File: config.mk
export PLATFORM = sky130hd
export DESIGN_NAME = writeback_queue
export DESIGN_NICKNAME = d
export VERILOG_FILES = /design/src/rtl/wb_queue_pkg.sv /design/src/rtl/wbq_lookup.sv /design/src/rtl/writeback_queue.sv
export SDC_FILE = /design/constraint.sdc
export NUM_CORES = 1
export LEC_CHECK = 0
export ABC_CLOCK_PERIOD_IN_PS = 4200
export CAP_MARGIN = 30
export CORE_MARGIN = 2
export CORE_UTILIZATION = 56
export DETAILED_ROUTE_END_ITERATION = 7
export GPL_ROUTABILITY_DRIVEN = 0
export PLACE_DENSITY = 0.89
export SYNTH_ARGS = -nofsm -noshare
export SYNTH_HDL_FRONTEND = slang
export SYNTH_SLANG_ARGS = --single-unit
File: constraint.sdc
create_clock -name clk -period 4.2 [get_ports clk]
set_input_delay 1.05 -clock clk [delete_from_list [all_inputs] [get_ports clk]]
set_output_delay 1.05 -clock clk [all_outputs]
set_load 0.01 [all_outputs]
File: src/rtl/wb_queue_pkg.sv
// Shared types and sizes for the writeback queue: entry layout, pointer/count widths
// and the pointer-to-slot helper.
package wb_queue_pkg;

   localparam int WBQ_DTYPE = 8;
   localparam int WBQ_NREGS = 4;
   localparam int WBQ_DEPTH = 4;

   localparam int ADDR_W = $clog2(WBQ_NREGS);
   localparam int PTR_W  = $clog2(WBQ_DEPTH) + 1;
   localparam int IDX_W  = PTR_W - 1;
   localparam int CNT_W  = $clog2(WBQ_DEPTH + 1);

   typedef struct packed {
      logic [ADDR_W-1:0]    addr;
      logic [WBQ_DTYPE-1:0] data;
   } wbq_entry_t;

   // Pointers carry a wrap bit; the storage slot is the pointer modulo DEPTH.
   function automatic logic [IDX_W-1:0] ptr_idx(input logic [PTR_W-1:0] p);
      return IDX_W'(p % PTR_W'(WBQ_DEPTH));
   endfunction

endpackage

File: src/rtl/wbq_lookup.sv
// Youngest-match search over the valid queue entries (head .. head+count-1).
// Later (younger) matches overwrite earlier ones, so the last hit in the scan wins.
module wbq_lookup
   import wb_queue_pkg::*;
#(
   parameter int DEPTH = WBQ_DEPTH
) (
   input  wbq_entry_t           entries [DEPTH],
   input  logic [PTR_W-1:0]     head,
   input  logic [CNT_W-1:0]     count,
   input  logic [ADDR_W-1:0]    lk_addr,
   output logic                 lk_hit,
   output logic [WBQ_DTYPE-1:0] lk_data
);

   always_comb begin
      lk_hit  = 1'b0;
      lk_data = '0;
      for (int i = 0; i < DEPTH; i++) begin
         if ((CNT_W'(i) < count) &&
             (entries[ptr_idx(head + PTR_W'(i))].addr == lk_addr)) begin
            lk_hit  = 1'b1;
            lk_data = entries[ptr_idx(head + PTR_W'(i))].data;
         end
      end
   end

endmodule

File: src/rtl/writeback_queue.sv
// Two-pipe result queue feeding a single register-file write port, one drain per cycle.
// Optional WB_QUEUE_BYPASS_EN: enq0 goes straight to the write port when the queue is empty.
module writeback_queue
   import wb_queue_pkg::*;
#(
   parameter int DTYPE = WBQ_DTYPE,
   parameter int NREGS = WBQ_NREGS,
   parameter int DEPTH = WBQ_DEPTH
) (
   input  logic                     clk,
   input  logic                     reset,
   input  logic                     enq0_val,
   output logic                     enq0_rdy,
   input  logic [$clog2(NREGS)-1:0] enq0_addr,
   input  logic [DTYPE-1:0]         enq0_data,
   input  logic                     enq1_val,
   output logic                     enq1_rdy,
   input  logic [$clog2(NREGS)-1:0] enq1_addr,
   input  logic [DTYPE-1:0]         enq1_data,
   output logic                     wr_call,
   output logic [$clog2(NREGS)-1:0] wr_addr,
   output logic [DTYPE-1:0]         wr_data,
   input  logic [$clog2(NREGS)-1:0] lk_addr,
   output logic                     lk_hit,
   output logic [DTYPE-1:0]         lk_data
);

   wbq_entry_t       mem [DEPTH];
   logic [PTR_W-1:0] head, tail, tail1;
   logic [CNT_W-1:0] count, space, n_st;
   logic             fire0, fire1, bypass, store0, drain;
   wbq_entry_t       head_e;

   // Ready is a function of the registered count only; reset forces both low.
   assign space    = CNT_W'(DEPTH) - count;
   assign enq0_rdy = reset && (space >= CNT_W'(1));
   assign enq1_rdy = reset && (space >= CNT_W'(2));

   assign fire0 = enq0_val && enq0_rdy;
   assign fire1 = enq1_val && enq1_rdy;
   assign drain = (count != '0);

`ifdef WB_QUEUE_BYPASS_EN
   assign bypass = fire0 && (count == '0);
`else
   assign bypass = 1'b0;
`endif

   assign store0 = fire0 && !bypass;
   assign n_st   = CNT_W'(store0) + CNT_W'(fire1);
   // Pipe 0 is older: it takes tail, pipe 1 takes the next slot when both store.
   assign tail1  = tail + PTR_W'(store0);

   always_ff @(posedge clk) begin
      if (store0) begin
         mem[ptr_idx(tail)].addr <= enq0_addr;
         mem[ptr_idx(tail)].data <= enq0_data;
      end
      if (fire1) begin
         mem[ptr_idx(tail1)].addr <= enq1_addr;
         mem[ptr_idx(tail1)].data <= enq1_data;
      end
   end

   always_ff @(posedge clk or negedge reset) begin
      if (!reset) begin
         head  <= '0;
         tail  <= '0;
         count <= '0;
      end else begin
         head  <= head + PTR_W'(drain);
         tail  <= tail + PTR_W'(n_st);
         count <= count + n_st - CNT_W'(drain);
      end
   end

   assign head_e = mem[ptr_idx(head)];

   always_comb begin
      wr_call = 1'b0;
      wr_addr = '0;
      wr_data = '0;
`ifdef WB_QUEUE_BYPASS_EN
      if (bypass) begin
         wr_call = 1'b1;
         wr_addr = enq0_addr;
         wr_data = enq0_data;
      end else
`endif
      if (drain) begin
         wr_call = 1'b1;
         wr_addr = head_e.addr;
         wr_data = head_e.data;
      end
   end

   // Same-cycle enqueues are not yet in count, so lookup never sees them.
   wbq_lookup #(.DEPTH(DEPTH)) u_lookup (
      .entries (mem),
      .head    (head),
      .count   (count),
      .lk_addr (lk_addr),
      .lk_hit  (lk_hit),
      .lk_data (lk_data)
   );

endmodule

==> impl_results.md <==
- Post-Layout Cell Count: 529
- GR Util All Layers: 26.2%
- Dpl ws: -0.519 ns
- Reg2Reg Depth: 13
- Pwr/cell area: 944 mW/mm2
- Most frequent cells after synthesis: 60 x mux2i_1, 56 x o21ai_0, 52 x nand2_1, 40 x dfxtp_1, 22 x a211oi_1
- Largest net degree at the start of global routing: 49
- Initial DRC Count: 197
- Clk pwr share: 7.5%
- Die Width: 84.0 um
- 1st-pass router iterations: 5
- Final Critical Period: 4.07 ns
- Post-Synthesis Net Count: 447
- Clock skew: 0.00269 ns
- Initial antenna violation count: 0
- DP HPWL: 6850 um
- Crit-path max FO: 10
- Post-Route WL: 9230 um
- Pins Over Slew Limit: 0
- Setup TNS Final: 0 ns
- Initial Utilization: 57.1%
- Clk sink count: 47
- Worst path most repeated cell: buf_4
- Switching share of total power: 45.3%
- Post-Syn Area per Cell: 8.76 um2
- Multi-input gate area: 0.00242 mm2
- Worst Hold Path Cells: 2
- CTS Hold Buffers Added: 0
- Setup ws final: 0.128 ns
- Die area: 0.00706 mm2
- Hold slack: 0.560 ns
- Synth Warn #: 0
- Final period util: 97.0%
- DIE HEIGHT: 84.0 um
- Top_reg_cell synth: dfxtp_1
- Post-Syn Instances: 409
- Worst Min Path Start: mem[35]$_DFF_P_
- Final count of hold timing violations: 0
- Fillcell total: 474
- Worst Path Arrival: 3.02 ns
- Clock slew at reported path FFs: 0.08 ns
- Synthesized flop and latch total: 47
- Register area share after synthesis: 27.2%
- Core ar.: 0.00628 mm2
- FF-to-FF End: count[2]$_DFF_PN0_
- H-tree depth: 2
- NumNets Final: 489
- Post-synth EDFFs: 0
- Row count: 29
- Seq. cell area: 978 um2
- Overflow after GRT: 0
- Maximum vdd drop: 631 uV
- Combinational share of power: 67.8%
- Mapped cell area: 0.00358 mm2
- FF-to-FF setup slack: 0.96 ns
- Outcome: finished, final reports clean
- Max frequency: 246 MHz
- Slew @ Worst Pin: 0.753 ns
- Worst R2R Start: count[1]$_DFF_PN0_
- CTS tree: yes
- Library cells used by synthesis: 48
- Vias/cell: 6.11
- CP max stage delay: 0.29 ns
- Post-route ant nets: 0
- Max-Cap Viols: 0
- CP endpoint kind: output port
- CTS Buf Count: 5
- Clock Path Buffers: 2
- DR WL/cell: 17.5 um
- Area leader, netlist: dfxtp_1
- Largest cells by area after synthesis: dfxtp_1 22%, mux2i_1 17%, o21ai_0 7.8%, nand2_1 5.4%, dfrtp_1 4.9%
- P_sw: 1820 uW
- CTS Root Cell: clkbuf_8
- CP top delay family: buffers and inverters
- Setup violations, final: 0
- Flop pwr share: 24.7%
- P&R area growth vs syn: 18.6%
- Port bufs: 47
- Buf/Inv on CP: 4
- Worst setup path category: in2out
- DRC errors left: 0
- Hold crit path type: reg2reg
- Slew headroom: 49.6%
- Routed via count: 3,232
- Dpl cells: 519
- Most common cell in the netlist: mux2i_1
- Clk_lat worst skew: 0.30 ns
- WP data required: 3.15 ns
- Crit path launch type: input port
- Vias in the first global route: 3,056
- # diodes: 0
- Hold EP: mem[35]$_DFF_P_
- P_leak: 0.00168 uW
- Yosys top cell area share: 22.3%
- Pint: 2200 uW
- RSZ-0062 raised after global routing: false
- CP cell instances: clkdlybuf4s15_2 -> and2b_1 -> mux2_1 -> o31ai_2 -> buf_4 -> nor3b_4 -> buf_4 -> a211oi_1 -> o32a_1 -> dlygate4sd2_1
- Post-synth ARST share: 14.9%
- Crit-path slowest cell: mux2_1
- First-pass GRT wire length: 15,000 um
- Layout cells sized above 1: 12.8%
- IO Count: 48
## state kept, by name, summed over array words and instances, names as in the netlist
signal / count
tail: 2
mem: 40
count: 3
head: 2
## cells in the final DEF, fill, tap and decap left out, types with 3 or more instances in the layout
cell,count
clkbuf_8,5
xnor2_1,8
mux2_2,9
mux4_2,5
nand3b_1,11
o32a_1,8
dlygate4sd2_1,9
nand2_1,52
dfrtp_1,5
xor2_1,3
inv_1,10
dfxtp_1,40
o21ai_0,56
buf_4,17
a211oi_1,21
a21oi_1,9
nor2b_1,9
mux2i_1,60
ha_1,11
nor2_1,21
a211oi_2,3
clkdlybuf4s50_1,37
and2b_1,8
## routing by layer
metal  vias to the layer above  GRT usage [%]  share of wire, %
li1                       1562              -                 -
met5                         -              0                 0
met3                        12           2.97               4.5
met2                       109           44.4                48
met1                      1549           35.4                46
met4                         0           7.04               1.2
## per-stage QoR
step	power (uW)	instance area (um2)	util (%)
after floorplan	2780	3580	-
after detailed placement	3710	4130	65.7
after CTS	3980	4250	67.7
after global routing	4300	4250	67.7
final	4010	4250	67.7
after global placement	3550	4120	65.6
## timing repair
item                                    4_1_cts  5_1_grt
gates resized for setup                      14        0
buffers inserted                              2        0
endpoints found under the setup margin        9        0
## area by class of cell
class | count | share of cell area (%)
Sequential cell | 47 | 23.0
Clock buffer | 8 | 2.38
Timing Repair Buffer | 66 | 14.6
Tap cell | 77 | 2.27
Multi-Input combinational cell | 321 | 56.9
Inverter | 10 | 0.883
## power by group through the flow
stage                     Clock (uW)  Sequential [uW]  Combinational, uW
final                            301              989               2720
after global routing             322             1020               2960
after CTS                        303              975               2700
after detailed placement           0              983               2720
after global placement             0              949               2600
after floorplan                    0              837               1950
## tightest hold or removal path, stage by stage, from the launching register on
cell and delay, ns:
dfxtp_1 0.33, mux2i_1 0.11, o21ai_0 0.08
## logic make-up after synthesis
group	Yosys count	synth area share (%)
and+or+nand+nor	114	16.3
DFF	47	27.2
buffers and inverters	41	5.55
xor gates and xnor gates	12	3.14
muxes	76	23.7
adders and majority gates	12	4.40
AOI/OAI and AO/OA	107	19.8
## worst max-delay path by stage
| stage | startpoint | to | slack [ns] | depth (start not counted) |
|---|---|---|---|---|
| 2_1_floorplan | lk_addr[0] | lk_data[4] | 0.57 | 8 |
| 3_3_place_gp | lk_addr[0] | lk_data[3] | -0.42 | 8 |
| 3_5_place_dp | lk_addr[0] | lk_data[2] | -0.52 | 8 |
| 4_1_cts | lk_addr[0] | lk_data[6] | 0.16 | 10 |
| 5_1_grt | lk_addr[0] | lk_data[6] | 0.01 | 10 |
| 6_report | lk_addr[0] | lk_data[6] | 0.13 | 10 |
Power figures use the tool's default switching activity.
